--- config.mk ---
export PLATFORM = sky130hd
export DESIGN_NAME = ysyx_exu_sched
export DESIGN_NICKNAME = d
export VERILOG_FILES = /design/src/rtl/ysyx_exu_sched_pkg.sv /design/src/rtl/ysyx_exu_age_matrix.sv /design/src/rtl/ysyx_exu_sched.sv
export SDC_FILE = /design/constraint.sdc
export NUM_CORES = 1
export LEC_CHECK = 0
export BUFFER_PORTS_ARGS = -buffer_cell sky130_fd_sc_hd__clkbuf_2
export CAP_MARGIN = 15
export CELL_PAD_IN_SITES_DETAIL_PLACEMENT = 1
export CELL_PAD_IN_SITES_GLOBAL_PLACEMENT = 1
export CORE_UTILIZATION = 39
export DETAILED_ROUTE_END_ITERATION = 16
export PLACE_DENSITY = 0.82
export SYNTH_ARGS = -nofsm -noshare
export SYNTH_HDL_FRONTEND = slang
export SYNTH_SLANG_ARGS = --single-unit
--- constraint.sdc ---
create_clock -name clock -period 1.84 [get_ports clock]
set_input_delay 0.184 -clock clock [delete_from_list [all_inputs] [get_ports clock]]
set_output_delay 0.184 -clock clock [all_outputs]
set_load 0.1 [all_outputs]
--- src/rtl/ysyx_exu_sched_pkg.sv ---
// Shared types for the EXU issue scheduler.
//  YSYX_RS_SIZE   : default reservation-station depth
//  sched_mul_st_t : multiplier tracking FSM states
//  sched_ld_st_t  : load-port tracking FSM states
package ysyx_exu_sched_pkg;

    localparam int unsigned YSYX_RS_SIZE = 4;

    typedef enum logic [1:0] {
        MUL_IDLE  = 2'd0,
        MUL_BUSY  = 2'd1,
        MUL_DRAIN = 2'd2
    } sched_mul_st_t;

    typedef enum logic [1:0] {
        LD_IDLE  = 2'd0,
        LD_REQ   = 2'd1,
        LD_WAIT  = 2'd2,
        LD_DRAIN = 2'd3
    } sched_ld_st_t;

endpackage

--- src/rtl/ysyx_exu_age_matrix.sv ---
// Age matrix over the RS entries plus oldest-first selection.
// One state copy serves both the mul and the ld request vectors.
//  clock/reset              : clock, async active-low reset
//  flush                    : clears valid bits and ages, suppresses grants
//  alloc_valid/alloc_idx    : entry allocated (becomes youngest)
//  rel_valid/rel_idx        : entry freed
//  req_a/req_b              : raw request vectors
//  gnt_a/gnt_b, found_a/b   : one-hot oldest eligible requester and found flag
module ysyx_exu_age_matrix
    import ysyx_exu_sched_pkg::*;
#(
    parameter int unsigned RS_SIZE = YSYX_RS_SIZE,
    localparam int unsigned IW = $clog2(RS_SIZE)
) (
    input  logic               clock,
    input  logic               reset,
    input  logic               flush,
    input  logic               alloc_valid,
    input  logic [IW-1:0]      alloc_idx,
    input  logic               rel_valid,
    input  logic [IW-1:0]      rel_idx,
    input  logic [RS_SIZE-1:0] req_a,
    input  logic [RS_SIZE-1:0] req_b,
    output logic [RS_SIZE-1:0] gnt_a,
    output logic [RS_SIZE-1:0] gnt_b,
    output logic               found_a,
    output logic               found_b
);

    // older_q[i][j] = entry i was allocated before entry j
    logic [RS_SIZE-1:0][RS_SIZE-1:0] older_q, older_d;
    logic [RS_SIZE-1:0]              valid_q, valid_d;
    logic [RS_SIZE-1:0]              rel_mask, eff_a, eff_b;
    logic                            blk_a, blk_b;

    // Allocation makes the entry younger than every currently valid entry
    always_comb begin
        valid_d = valid_q;
        older_d = older_q;
        if (flush) begin
            valid_d = '0;
            older_d = '0;
        end else begin
            if (rel_valid) valid_d[rel_idx] = 1'b0;
            if (alloc_valid) begin
                valid_d[alloc_idx] = 1'b1;
                older_d[alloc_idx] = '0;
                for (int i = 0; i < RS_SIZE; i++) begin
                    if (IW'(i) != alloc_idx) older_d[i][alloc_idx] = valid_q[i];
                end
            end
        end
    end

    always_ff @(posedge clock or negedge reset) begin
        if (!reset) begin
            valid_q <= '0;
            older_q <= '0;
        end else begin
            valid_q <= valid_d;
            older_q <= older_d;
        end
    end

    // An entry being freed this cycle is no longer eligible; no grants during flush
    always_comb begin
        for (int i = 0; i < RS_SIZE; i++) begin
            rel_mask[i] = rel_valid && (rel_idx == IW'(i));
        end
        eff_a = flush ? '0 : (req_a & valid_q & ~rel_mask);
        eff_b = flush ? '0 : (req_b & valid_q & ~rel_mask);
    end

    // Grant i when no older entry is also requesting
    always_comb begin
        gnt_a = '0;
        gnt_b = '0;
        blk_a = 1'b0;
        blk_b = 1'b0;
        for (int i = 0; i < RS_SIZE; i++) begin
            blk_a = 1'b0;
            blk_b = 1'b0;
            for (int j = 0; j < RS_SIZE; j++) begin
                blk_a = blk_a | (eff_a[j] & older_q[j][i]);
                blk_b = blk_b | (eff_b[j] & older_q[j][i]);
            end
            gnt_a[i] = eff_a[i] & ~blk_a;
            gnt_b[i] = eff_b[i] & ~blk_b;
        end
        found_a = |gnt_a;
        found_b = |gnt_b;
    end

endmodule

--- src/rtl/ysyx_exu_sched.sv ---
// Oldest-first issue scheduler for the multiplier and the single LSU load port.
//  clock/reset, flush                  : clock, async active-low reset, pipeline flush
//  alloc_*/rel_*                       : RS entry allocate / free
//  mul_req/ld_req                      : per-entry ready requests
//  mul_in_valid/mul_idx/mul_done       : multiplier issue and completion to RS
//  mul_out_valid                       : multiplier result valid
//  ld_valid/ld_idx/ld_done             : load request and completion to RS
//  ld_ready/ld_rvalid                  : LSU accept / read data valid
module ysyx_exu_sched
    import ysyx_exu_sched_pkg::*;
#(
    parameter int unsigned RS_SIZE = YSYX_RS_SIZE,
    localparam int unsigned IW = $clog2(RS_SIZE)
) (
    input  logic               clock,
    input  logic               reset,
    input  logic               flush,
    input  logic               alloc_valid,
    input  logic [IW-1:0]      alloc_idx,
    input  logic               rel_valid,
    input  logic [IW-1:0]      rel_idx,
    input  logic [RS_SIZE-1:0] mul_req,
    input  logic [RS_SIZE-1:0] ld_req,
    output logic               mul_in_valid,
    output logic [IW-1:0]      mul_idx,
    input  logic               mul_out_valid,
    output logic               mul_done,
    output logic               ld_valid,
    output logic [IW-1:0]      ld_idx,
    input  logic               ld_ready,
    input  logic               ld_rvalid,
    output logic               ld_done
);

    sched_mul_st_t      mul_st_q, mul_st_d;
    sched_ld_st_t       ld_st_q, ld_st_d;
    logic [IW-1:0]      mul_idx_q, mul_idx_d, ld_idx_q, ld_idx_d;
    logic               mul_in_valid_q, mul_in_valid_d, ld_valid_q, ld_valid_d;
    logic               mul_done_c, ld_done_c, mul_kill, ld_kill;
    logic [RS_SIZE-1:0] mul_gnt, ld_gnt;
    logic               mul_found, ld_found;
    logic [IW-1:0]      mul_gnt_idx, ld_gnt_idx;

    ysyx_exu_age_matrix #(.RS_SIZE(RS_SIZE)) u_age (
        .clock       (clock),
        .reset       (reset),
        .flush       (flush),
        .alloc_valid (alloc_valid),
        .alloc_idx   (alloc_idx),
        .rel_valid   (rel_valid),
        .rel_idx     (rel_idx),
        .req_a       (mul_req),
        .req_b       (ld_req),
        .gnt_a       (mul_gnt),
        .gnt_b       (ld_gnt),
        .found_a     (mul_found),
        .found_b     (ld_found)
    );

    // One-hot grant to index
    always_comb begin
        mul_gnt_idx = '0;
        ld_gnt_idx  = '0;
        for (int i = 0; i < RS_SIZE; i++) begin
            if (mul_gnt[i]) mul_gnt_idx = IW'(i);
            if (ld_gnt[i])  ld_gnt_idx  = IW'(i);
        end
    end

    // A flush or a free of the in-flight entry turns its result into a discard
    always_comb begin
        mul_kill = flush || (rel_valid && (rel_idx == mul_idx_q));
        ld_kill  = flush || (rel_valid && (rel_idx == ld_idx_q));
    end

    // Multiplier tracking
    always_comb begin
        mul_st_d       = mul_st_q;
        mul_idx_d      = mul_idx_q;
        mul_in_valid_d = 1'b0;
        mul_done_c     = 1'b0;
        case (mul_st_q)
            MUL_IDLE: begin
                if (mul_found) begin
                    mul_st_d       = MUL_BUSY;
                    mul_idx_d      = mul_gnt_idx;
                    mul_in_valid_d = 1'b1;
                end
            end
            MUL_BUSY: begin
                if (mul_out_valid) begin
                    mul_st_d   = MUL_IDLE;
                    mul_done_c = !mul_kill;
                end else if (mul_kill) begin
                    mul_st_d = MUL_DRAIN;
                end
            end
            MUL_DRAIN: begin
                if (mul_out_valid) mul_st_d = MUL_IDLE;
            end
            default: mul_st_d = MUL_IDLE;
        endcase
    end

    // Load port tracking
    always_comb begin
        ld_st_d   = ld_st_q;
        ld_idx_d  = ld_idx_q;
        ld_done_c = 1'b0;
        case (ld_st_q)
            LD_IDLE: begin
                if (ld_found) begin
                    ld_st_d  = LD_REQ;
                    ld_idx_d = ld_gnt_idx;
                end
            end
            LD_REQ: begin
                if (ld_ready) begin
                    if (ld_rvalid) begin
                        ld_st_d   = LD_IDLE;
                        ld_done_c = !flush;
                    end else begin
                        ld_st_d = flush ? LD_DRAIN : LD_WAIT;
                    end
                end else if (flush) begin
                    ld_st_d = LD_IDLE;
                end
            end
            LD_WAIT: begin
                if (ld_rvalid) begin
                    ld_st_d   = LD_IDLE;
                    ld_done_c = !ld_kill;
                end else if (ld_kill) begin
                    ld_st_d = LD_DRAIN;
                end
            end
            LD_DRAIN: begin
                if (ld_rvalid) ld_st_d = LD_IDLE;
            end
            default: ld_st_d = LD_IDLE;
        endcase
        ld_valid_d = (ld_st_d == LD_REQ);
    end

    always_ff @(posedge clock or negedge reset) begin
        if (!reset) begin
            mul_st_q       <= MUL_IDLE;
            ld_st_q        <= LD_IDLE;
            mul_idx_q      <= '0;
            ld_idx_q       <= '0;
            mul_in_valid_q <= 1'b0;
            ld_valid_q     <= 1'b0;
        end else begin
            mul_st_q       <= mul_st_d;
            ld_st_q        <= ld_st_d;
            mul_idx_q      <= mul_idx_d;
            ld_idx_q       <= ld_idx_d;
            mul_in_valid_q <= mul_in_valid_d;
            ld_valid_q     <= ld_valid_d;
        end
    end

    // Freeing an entry while its operation is outstanding is an RS bug
    always @(posedge clock) begin
        if (reset && rel_valid) begin
            assert (!(mul_st_q == MUL_BUSY && rel_idx == mul_idx_q));
            assert (!(ld_st_q == LD_WAIT && rel_idx == ld_idx_q));
        end
    end

    assign mul_in_valid = mul_in_valid_q;
    assign mul_idx      = mul_idx_q;
    assign mul_done     = mul_done_c;
    assign ld_valid     = ld_valid_q;
    assign ld_idx       = ld_idx_q;
    assign ld_done      = ld_done_c;

endmodule

Word level (Yosys, flattened, before mapping)
Index checks and enable logic that the tools add are counted.
- add/subtract/negate cells: 0
- multiply operators: 0
- div/mod/pow operators: 0
- magnitude comparators: 4
- equal/unequal tests: 17
- shift operators: 0
- multiplexer cells: 50
- bitwise gates (word level): 82
- reductions and logical operators: 23
- operators with widths (cell ; number):
    two-way mux 4 bit ; 11
    AND 1 bit ; 40
    two-way mux 16 bit ; 2
    two-way mux 2 bit ; 15
    bitwise OR 1 bit ; 24
    AND 4 bit ; 5
    AND 16 bit ; 1
    bitwise mux 4 bit ; 4
    NOT 16 bit ; 1
    two-way mux 1 bit ; 12
    equality test 2 bit (second input constant) ; 5
    demux 4 bit (select 2 bit) ; 1
    equality test 2 x 1 -> 1 bit (second input constant) ; 4
    logical AND 1 bit ; 8
    NOT 1 bit ; 8
    NOT 4 bit ; 2
    case mux 2 bit (4 select lines) ; 1
    OR reduction 4 bit ; 2
    logical NOT 2 bit ; 3
    less-than comparator 2 x 3 -> 1 bit (second input constant) ; 2
    case mux 2 bit (3 select lines) ; 1
    demux 1 bit (select 2 bit) ; 2
    equality test 2 bit ; 2
    >= comparator 2 x 1 -> 1 bit (second input constant) ; 2
    11 further kinds ; 18
- register bits after elaboration: 30
- bits in latches: 0
- bits in writable memories: 0
- bits in read-only memories: 0
- bits of input ports: 20
- output and inout bits: 8
- memories kept: 0

Logic depth before layout (Yosys ltp)
Gate-level depths: netlist (run 1).
- depth after elaboration: 15
- depth in mapped cells: 7
- mapped depth without buffers: 7

By module
A second synthesis (run 1) with hierarchy kept.
- cells, all modules: 218
- area total of the unflattened synthesis: 1941.9 um2
- by module, submodules not included (module ; times used ; cells each ; area each (um2) ; seq. area each (um2)):
    ysyx_exu_age_matrix ; 1 ; 152 ; 1306.3 ; 500.5
    ysyx_exu_sched ; 1 ; 66 ; 635.6 ; 250.2

Worst setup path before layout (run 1)
Ideal clock, no wire load.
- path kind: register to output
- start point: register ld_idx_q[0] (netlist: ld_idx[0])
- end point: output port ld_done
- arrival: 3.328 ns
- setup slack: -1.672 ns
- cell stages (with the launch flop): 5
- path through: dfrtp_1 -> xnor2_1 -> nand3_1 -> a22oi_1 -> nor3_1
- word-level cells in the longest chain between the ends: 6
- ends and longest elaborated chain (element ; line ; text):
    start, declared ; ysyx_exu_sched.sv:37 ; logic [IW-1:0] mul_idx_q, mul_idx_d, ld_idx_q, ld_idx_d;
    start signal, assigned ; ysyx_exu_sched.sv:157 ; ld_idx_q <= ld_idx_d;
    equality test 2 bit ; ysyx_exu_sched.sv:73 ; ld_kill = flush || (rel_valid && (rel_idx == ld_idx_q));
    logical AND 1 bit ; ysyx_exu_sched.sv:73 ;
    logical OR 1 bit ; ysyx_exu_sched.sv:73 ;
    logical NOT 1 bit ; ysyx_exu_sched.sv:132 ; ld_done_c = !ld_kill;
    two-way mux 1 bit ; ysyx_exu_sched.sv:130 ; if (ld_rvalid) begin
    case mux 1 bit (2 select lines) ; ysyx_exu_sched.sv:110 ; case (ld_st_q)
    end, declared ; ysyx_exu_sched.sv:32 ; output logic ld_done
Every way passes these cells.

Worst setup path in the final report (run 1)
- start point: register u_age.valid_q[3]
- end point: register ld_idx_q[0] (netlist: ld_idx[0])
- word-level cells in the longest chain between the ends: 10
- elaborated cells on any way between the ends: 24
- ends and longest elaborated chain (element ; line ; text):
    start, declared ; ysyx_exu_age_matrix.sv:32 ; logic [RS_SIZE-1:0] valid_q, valid_d;
    start signal, assigned ; ysyx_exu_age_matrix.sv:60 ; valid_q <= valid_d;
    AND 4 bit * (2 in series) ; ysyx_exu_age_matrix.sv:71 ; eff_b = flush ? '0 : (req_b & valid_q & ~rel_mask);
    two-way mux 4 bit * ; ysyx_exu_age_matrix.sv:71 ;
    AND 1 bit ; ysyx_exu_age_matrix.sv:85 ; blk_b = blk_b | (eff_b[j] & older_q[j][i]);
    bitwise OR 1 bit ; ysyx_exu_age_matrix.sv:85 ;
    NOT 1 bit ; ysyx_exu_age_matrix.sv:88 ; gnt_b[i] = eff_b[i] & ~blk_b;
    AND 1 bit ; ysyx_exu_age_matrix.sv:88 ;
    two-way mux 1 bit ; ysyx_exu_sched.sv:66 ; if (ld_gnt[i]) ld_gnt_idx = IW'(i);
    two-way mux 2 bit (2 in series) ; ysyx_exu_sched.sv:66 ;
Mark *: on every way between the ends. The rest lies on a longest branch, timed or not.
A chain may end at the register's enable or synchronous reset.

==> results.cfg, run 1 <==
[critical_path]
critPathRequiredTime_ps = 2020
regToRegSetupSlack_ps = -20
end_kind = flip-flop
crit_type = reg2reg
timing.rr.end = ld_idx[0]
critPathBufInv = 1
reg2reg_from = u_age.valid_q[3]
critical-path-top-delay-family = compound AO/OA/AOI/OAI gates
path_cells = and2b_2, and3_4, a222oi_1, buf_4, and2_4, o21ai_2, a221o_1
critical_path_arrival_ps = 2040
slowest_stage = dfrtp_1
startpoint_type = flip-flop
critPathMaxStageDelay_ps = 370
reg2regPathDepth = 7
worstPathMaxFanout = 5

[hold_path]
holdPathEnd = mul_st_q[1]
hold-path-cell-count = 2
min_from = mul_out_valid
hold_class = in2reg

[detailed_routing]
wl_mm = 6.64
viasPerCell = 5.83
ant_nets = 0
post_drt_wl_per_cell_um = 19.1
drtPass1Iterations = 4
vias = 2028
drtIter0Drc = 79
route.detailed.drc = 0

[grt]
grt_usage_pct = 24.9
gr-total-overflow = 0
grt_max_degree = 31
grt_pass1_wl_mm = 9.76
grt_pass1_vias = 1967
antenna_found_initial = 0

[floorplanning]
boundaryPins = 28
core_um2 = 4720
start_util_pct = 40.6
dieWidth_um = 72.1
die_h_um = 72.1
rows = 25
die_area_um2 = 5200

[yosys]
synth.most_common_cell = dfrtp_1
yosysSeqAreaShare_pct = 39.2
synth_top_area_share_pct = 39.2
synth_top_cell_by_area = dfrtp_1
synth_seq_cells = 30
synth_ff_type = dfrtp_1
synth_edf_count = 0
syn_nets = 245
synth_common_cells = 30 x dfrtp_1, 25 x nand2_1, 21 x a21oi_1
synthDistinctLibCells = 45
synthTopCellsByArea = dfrtp_1 39%, a21oi_1 5.5%, nand2_1 4.9%
ys_warn_count = 0
synthArstFlopShare_pct = 100
synthCells = 220
syn_area_um2 = 1920
syn_avg_cell_area_um2 = 8.71

[timing]
slew_headroom_pct = 47.6
fin_ws_ps = -20.3
rsz0062_at_grt = true
final_max_slew_viol_count = 0
finalCriticalPeriod_ps = 1860
fmax_mhz = 538
min_period_over_period_pct = 101
finalHoldViolations = 0
tightest_slew_ps = 787
whs_ps = 71.1
skew_ps = 9.57
report.final.setup_viol = 1

[place]
port_buffers = 27
dp.cells = 332
place_area_um2 = 2340
place_congestion = 0.923
dp_hpwl_mm = 4.43
pre_cts_ws_ps = -140

[outcome]
status = finished, violations left
violations = setup timing

[cts]
numCtsBuffers = 5
insertion_delay_ps = 290
cts.htree.levels = 2
cts_buffer_depth = 2
cts_sinks = 30
root_buffer = clkbuf_8
path_clk_slew_ps = 70
cts_tree = built

[cells_and_area]
seqCellArea_um2 = 756
n_antenna_cell = 0
fillerInstances = 559
syn_to_final_growth_pct = 36.5
fin_area_um2 = 2620
finish.utilization_pct = 55.4
drive_above_1_share_pct = 38.1
multi_input_area_um2 = 1230
nets = 306
final_cells = 348

[power]
p_leak_nw = 1.12
peakVddDrop_mv = 0.581
powerDensity_nw_per_um2 = 1020

[run]
cap_viol_max_count = 0
## through the flow
step                TNS [ps]  power (mW)
CTS                        0        2.56
detailed placement      -579        2.01
global placement        -316        1.97
floorplan              -85.9        1.72
finish                 -20.3        2.67
global route            -554        2.79
## registers in the layout, summed over array words and instances, names as in the netlist
| signal | flops |
|---|---|
| ld_idx | 2 |
| u_age.valid_q | 4 |
| mul_st_q | 2 |
| u_age.older_q | 16 |
| mul_in_valid | 1 |
| ld_valid | 1 |
| ld_st_q | 2 |
| mul_idx | 2 |
## cell families after synthesis
| kind of cell | share of synthesized area (%) |
|---|---|
| adders and majority gates | 3.27 |
| AOI/OAI and AO/OA | 20.2 |
| DFF | 39.2 |
| and+or+nand+nor | 31.5 |
| buffers and inverters | 3.53 |
| xor gates and xnor gates | 1.83 |
| muxes | 0.523 |
## what timing repair did
item / 4_1_cts / 5_1_grt
setup buffers: 5 / 3
hold buffers: 1 / 0
endpoints found under the setup margin: 2 / 11
gates resized for setup: 6 / 23
endpoints found under the hold margin: 30 / 0
pin swaps: 5 / 12
## placed cells by master (no fill, tap or decap), drive strengths merged, types with 2 or more instances in the layout
cell type,netlist,routed
a2111oi,2,2
a211oi,4,4
a21o,2,2
a21oi,21,21
a222oi,2,2
a22oi,4,4
a311oi,2,2
a31oi,3,3
and2b,3,3
and3,8,8
and4,5,5
and4b,3,3
buf,2,37
clkbuf,7,30
clkinv,0,2
dfrtp,30,30
ha,5,5
inv,5,5
nand2,25,25
nand3,9,9
nand3b,3,3
nand4,11,11
nand4b,3,3
nor2,18,18
nor2b,5,5
nor3,5,5
nor3b,3,3
o21ai,14,14
xnor2,4,4
## final cells by class
cell class	instances	area share, %
Tap cell	67	3.21
Clock inverter	2	0.383
Multi-Input combinational cell	176	47.1
Clock buffer	5	2.63
Timing Repair Buffer	63	17.0
Inverter	5	0.718
Sequential cell	30	28.9
## how the worst max path moves through the flow
stage,cells after the start,startpoint,slack (ps),end
after global placement,7,rel_idx[0],-90,ld_idx[0]
after global routing,7,u_age.valid_q[3],-120,ld_idx[0]
after CTS,6,u_age.valid_q[1],6,ld_idx[0]
final,7,u_age.valid_q[3],-20,ld_idx[0]
after floorplan,4,ld_idx[0],-90,ld_done
after detailed placement,7,rel_idx[0],-140,ld_idx[0]
## routing by layer
metal / vias up / routed length [um] / track usage, %
li1: 943 / - / -
met1: 1039 / 3000 / 30.7
met2: 34 / 3320 / 43.2
met3: 12 / 157 / 3.89
met4: 0 / 163 / 10.5
met5: - / 0 / 0
## worst reg2reg max path, cell delays in order (launching register included)
cell and delay, ps:
dfrtp_1 370, and2b_2 240, and3_4 170, a222oi_1 280
buf_4 190, and2_4 150, o21ai_2 50, a221o_1 300
## where the power goes
| part | total, mW | leakage [nW] | internal, mW | switching [mW] |
|---|---|---|---|---|
| Combinational | 1.29 | 0.680 | 0.399 | 0.891 |
| Clock | 0.516 | 0.0438 | 0.253 | 0.262 |
| Sequential | 0.862 | 0.400 | 0.763 | 0.0982 |
| Total | 2.67 | 1.12 | 1.42 | 1.25 |
Power figures use the tool's default switching activity.
==> inputs of run 2 (changes only) <==
CORE_UTILIZATION = 37   (was 39)
PLACE_DENSITY = 0.78   (was 0.82)
SYNTH_HIERARCHICAL = 1   (was unset)
==> run 2 against run 1 <==
Sequential power is 1% lower. Hold slack better by 8.1 ps. Combinational power is 11% lower. First-iteration DRC count is 16% lower. Clock skew is 6.2 ps lower. Clock power is 33% higher. Synthesized cell count is 0.91% lower. The run still ends with setup timing left. Critical path depth is 1 higher. Non-clock buffer count is 2 lower.
==> results.cfg, run 2 <==
[place]
port_buffers = 27
dp_hpwl_mm = 4.61
place_congestion = 0.836

[critical_path]
worstPathMaxFanout = 7
reg2regPathDepth = 8
reg2reg_from = u_age/valid_q[0]
critical_path_arrival_ps = 2210
path_cells = nand2b_4, nor3_1, a2111oi_4, or4_4, buf_4, buf_6, a21oi_2, a31oi_1
timing.rr.end = ld_idx[0]
crit_type = reg2reg
slowest_stage = or4_4
startpoint_type = flip-flop
critPathMaxStageDelay_ps = 460
regToRegSetupSlack_ps = -200
critPathRequiredTime_ps = 2010
end_kind = flip-flop

[floorplanning]
start_util_pct = 38.3
core_um2 = 5070
boundaryPins = 28
die_h_um = 74.4
dieWidth_um = 74.4
die_area_um2 = 5540
rows = 26

[detailed_routing]
drtPass1Iterations = 4
drtIter0Drc = 66
route.detailed.drc = 0
vias = 1997
wl_mm = 6.55
post_drt_wl_per_cell_um = 18.8
viasPerCell = 5.72
ant_nets = 0

[cells_and_area]
nets = 303
layout_common_cells = 30 x buf_4, 26 x dfrtp_1, 25 x clkbuf_2, 21 x a21oi_1, 17 x nand2_1
syn_to_final_growth_pct = 39.4
regMostFlops = u_age/older_q
n_antenna_cell = 0
final_common_cell = buf_4
largest_reg_flops = 16
largestRegisters = u_age/older_q x16, u_age/valid_q x4
drive_above_1_share_pct = 36.9

[timing]
slew_headroom_pct = 47.9
finalCriticalPeriod_ps = 2040
tightest_slew_ps = 782
skew_ps = 3.39
fin_ws_ps = -205
rsz0062_at_grt = true
min_period_over_period_pct = 111
final_max_slew_viol_count = 0
report.final.setup_viol = 9
fmax_mhz = 489
whs_ps = 79.2
finalHoldViolations = 0

[yosys]
synthDistinctLibCells = 45
synth_top_area_share_pct = 38.7
synth_ff_type = dfrtp_1
synthArstFlopShare_pct = 100
synth.most_common_cell = dfrtp_1
syn_nets = 243
synth_seq_cells = 30
yosysSeqAreaShare_pct = 38.7
synth_common_cells = 30 x dfrtp_1, 23 x a21oi_1, 17 x nand2_1, 17 x nor2_1, 16 x nand4_1
syn_area_um2 = 1940
synthTopCellsByArea = dfrtp_1 39%, a21oi_1 5.9%, nand4_1 5.2%
synthCells = 218
syn_avg_cell_area_um2 = 8.91
ys_warn_count = 6
synth_top_cell_by_area = dfrtp_1
synth_edf_count = 0

[grt]
grt_pass1_wl_mm = 10.1
grt_max_degree = 31
antenna_found_initial = 0
grt_usage_pct = 25.3
gr-total-overflow = 0
grt_pass1_vias = 2034

[cts]
cts_tree = built
cts_sinks = 30
insertion_delay_ps = 300
root_buffer = clkbuf_8
cts_buffer_depth = 2
numCtsBuffers = 5
path_clk_slew_ps = 70
cts.htree.levels = 2

[power]
p_leak_nw = 1.11
peakVddDrop_mv = 0.725
total_power_mw = 2.69
powerDensity_nw_per_um2 = 994

[run]
cap_viol_max_count = 0

[hold_path]
min_from = mul_out_valid
holdPathEnd = mul_st_q[1]
hold_class = in2reg
hold-path-cell-count = 2

[outcome]
violations = setup timing
status = finished, violations left
==> run 2: worst max-delay path: cells and delay by family, from the launching register on <==
family                 cells  cell delay, ps
AOI/OAI and AO/OA          3             230
buffers and inverters      2             270
DFF                        1             400
and+or+nand+nor            3            1010
==> run 2: worst max path at each step <==
stage | from | endpoint | slack [ps] | cells after the start
floorplan | u_age/valid_q[3] | ld_valid | -130 | 8
detailed placement | flush | mul_idx[0] | -370 | 9
global route | u_age/valid_q[0] | ld_valid | -270 | 7
global placement | flush | mul_st_q[0] | -270 | 8
CTS | u_age/valid_q[3] | ld_valid | -130 | 7
finish | u_age/valid_q[0] | ld_idx[0] | -200 | 8
==> run 2: cell families (layout without fill, tap and decap cells) <==
| family | count (synthesis) | in the layout | synth area share [%] |
|---|---|---|---|
| XOR/XNOR | 4 | 4 | 1.80 |
| AND/OR/NAND/NOR | 108 | 108 | 33.6 |
| adder cells (fa/ha/maj) | 5 | 5 | 3.22 |
| AO/OA/AOI/OAI | 53 | 53 | 18.8 |
| flip-flops | 30 | 30 | 38.7 |
| buffers and inverters | 18 | 79 | 3.93 |
==> run 2: final cells by class <==
| type | count | area (um^2) |
|---|---|---|
| clock buffers | 5 | 68.8 |
| clock inverters | 3 | 45.0 |
| fillers | 623 | 2370 |
| inverters | 10 | 37.5 |
| multi-input cells | 170 | 1280 |
| flip-flops and latches | 30 | 756 |
| well taps | 70 | 87.6 |
| repair buffers | 61 | 434 |
==> run 2: stage by stage <==
step                utilization (%)  cell area [um^2]  instances  setup WS (ps)  setup TNS, ps
detailed placement             47.6              2410        334           -367          -2270
global route                   53.3              2710        349           -273          -1720
floorplan                         -              2000        218           -128           -180
CTS                            51.1              2590        344           -132           -628
global placement               47.6              2410        334           -274          -1530
finish                         53.3              2710        349           -205          -1110
==> run 2: timing repair <==
| action | CTS | global route |
|---|---|---|
| resized for setup | 10 | 18 |
| endpoints found under the hold margin | 30 | 0 |
| endpoints found under the setup margin | 10 | 10 |
| cloned | 0 | 0 |
| buffers inserted | 1 | 5 |
| pin swaps | 3 | 7 |
| hold buffers | 1 | 0 |
==> run 2: report_power, final <==
part	internal [mW]	switching [mW]	total, mW	leakage (nW)
sequential	0.752	0.0993	0.851	0.401
clock	0.402	0.286	0.688	0.0504
combinational	0.347	0.803	1.15	0.659
==> run 2: metal layers <==
| layer | GRT usage (%) | routed length [um] | vias up |
|---|---|---|---|
| met5 | 0 | 0 | - |
| met3 | 5.96 | 216 | 12 |
| met4 | 9.22 | 145 | 0 |
| met1 | 30.5 | 2740 | 999 |
| met2 | 43.7 | 3450 | 44 |
| li1 | - | - | 942 |
==> inputs of run 3 (changes only) <==
CORE_UTILIZATION = 39   (was 37)
PLACE_DENSITY = 0.82   (was 0.78)
==> run 3 against run 2 <==
The flow still finishes with violations (setup timing). Combinational power increased by 9.6%. Sequential power increased by 0.7%. Wire length increased by 10%. Cell area increased by 1.8%. Sequential cell count unchanged.
==> results.cfg, run 3 (synthesized netlist as in run 2, its figures left out) <==
[grt]
grt_pass1_wl_mm = 10.5
busiest_layer = met2
use_met1_pct = 32.3
grt_usage_pct = 26.3
grt_pass1_vias = 2082
antenna_found_initial = 0
use_met3_pct = 5.14
grtUsageMet2_pct = 46.1
gr-total-overflow = 0
grt_max_degree = 31

[critical_path]
crit_path_end = ld_valid
worstPathMaxFanout = 5
regToRegSetupSlack_ps = -320
timing.rr.end = ld_valid
crit_type = reg2reg
reg2regPathDepth = 7
reg2reg_from = u_age/valid_q[2]
crit_start = u_age/valid_q[2]
end_kind = flip-flop
critPathRequiredTime_ps = 2010
critical_path_arrival_ps = 2330
startpoint_type = flip-flop

[timing]
skew_ps = 12.1
report.final.setup_viol = 9
slew_headroom_pct = 61.9
rsz0062_at_grt = true
finalHoldViolations = 0
tightest_slew_ps = 568
final_max_slew_viol_count = 0
min_period_over_period_pct = 117
fmax_mhz = 463
finalCriticalPeriod_ps = 2160
fin_ws_ps = -319

[cts]
cts_tree = built
cts.htree.levels = 2
numCtsBuffers = 5
root_buffer = clkbuf_8
cts_sinks = 30
path_clk_slew_ps = 80
insertion_delay_ps = 280
cts_buffer_depth = 2

[cells_and_area]
n_antenna_cell = 0
nets = 308
regMostFlops = u_age/older_q
largest_reg_flops = 16
final_common_cell = buf_4
layout_common_cells = 34 x buf_4, 25 x clkbuf_2, 25 x dfrtp_1, 21 x a21oi_1, 17 x nand2_1
syn_to_final_growth_pct = 41.8
drive_above_1_share_pct = 39.1
largestRegisters = u_age/older_q x16, u_age/valid_q x4
finish.utilization_pct = 57.9

[detailed_routing]
drtIter0Drc = 117
drtPass1Iterations = 4
ant_nets = 0
wl_mm = 7.23
vias = 2102
viasPerCell = 5.99
post_drt_wl_per_cell_um = 20.6
route.detailed.drc = 0

[floorplanning]
core_um2 = 4750
dieWidth_um = 72.6
die_area_um2 = 5260
rows = 25
start_util_pct = 40.8
boundaryPins = 28
die_h_um = 72.6

[outcome]
violations = setup timing
status = finished, violations left

[run]
cap_viol_max_count = 0

[hold_path]
hold_class = in2reg

[power]
peakVddDrop_mv = 0.575
p_leak_nw = 1.15
total_power_mw = 2.68
powerDensity_nw_per_um2 = 973

[place]
port_buffers = 27
place_congestion = 0.851
dp_hpwl_mm = 4.75
-- run 3: report_power, final --
part,switching (mW),internal [mW],total (mW)
registers,0.103,0.754,0.857
logic,0.863,0.396,1.26
clock network,0.262,0.301,0.562
-- run 3: metrics by stage --
step / instances / TNS [ps] / worst slack [ps] / hold slack, ps / area, um^2
final: 351 / -2000 / -319 / 127 / 2750
after global routing: 351 / -2390 / -423 / 120 / 2750
after CTS: 345 / -1530 / -269 / 102 / 2590
after detailed placement: 333 / -1960 / -379 / 240 / 2420
after global placement: 333 / -1180 / -244 / 219 / 2420
after floorplan: 218 / -180 / -128 / -112 / 2000
-- run 3: repair_timing --
item,CTS,global route
hold buffers,1,0
pin swaps,4,13
endpoints found under the hold margin,30,0
gates resized for setup,10,22
setup buffers,3,7
gates cloned,0,0
endpoints found under the setup margin,10,11
-- run 3: worst min-delay path by stage --
stage	from	cells after the start	slack, ps	endpoint
after floorplan	reset	0	-110	ld_idx[0]
after global placement	reset	2	220	ld_valid
after detailed placement	reset	2	240	ld_valid
after CTS	mul_out_valid	2	100	mul_st_q[1]
after global routing	mul_out_valid	2	120	mul_st_q[1]
final	mul_out_valid	2	130	mul_st_q[1]
-- run 3: critical path, cell delays in order, from the launching register on --
cell and delay (ps):
dfrtp_1 360, and2b_1 270, nand4_1 160, and4_4 210
or4_4 560, o21a_1 200, a211oi_2 210, nor2b_1 80
-- run 3: routing by layer --
layer	part of all wire [%]	routed length, um
met3	4.8	347
met2	51	3660
met4	4.1	296
met5	0	0
met1	41	2930
-- run 3: final cells by class --
| type | count | area, um^2 |
|---|---|---|
| clock buffer | 6 | 82.6 |
| fill | 560 | 2000 |
| sequential | 30 | 757 |
| clock inverter | 2 | 12.5 |
| tap | 67 | 83.8 |
| multi-input combinational | 170 | 1310 |
| timing repair buffer | 66 | 475 |
| inverter | 10 | 37.5 |
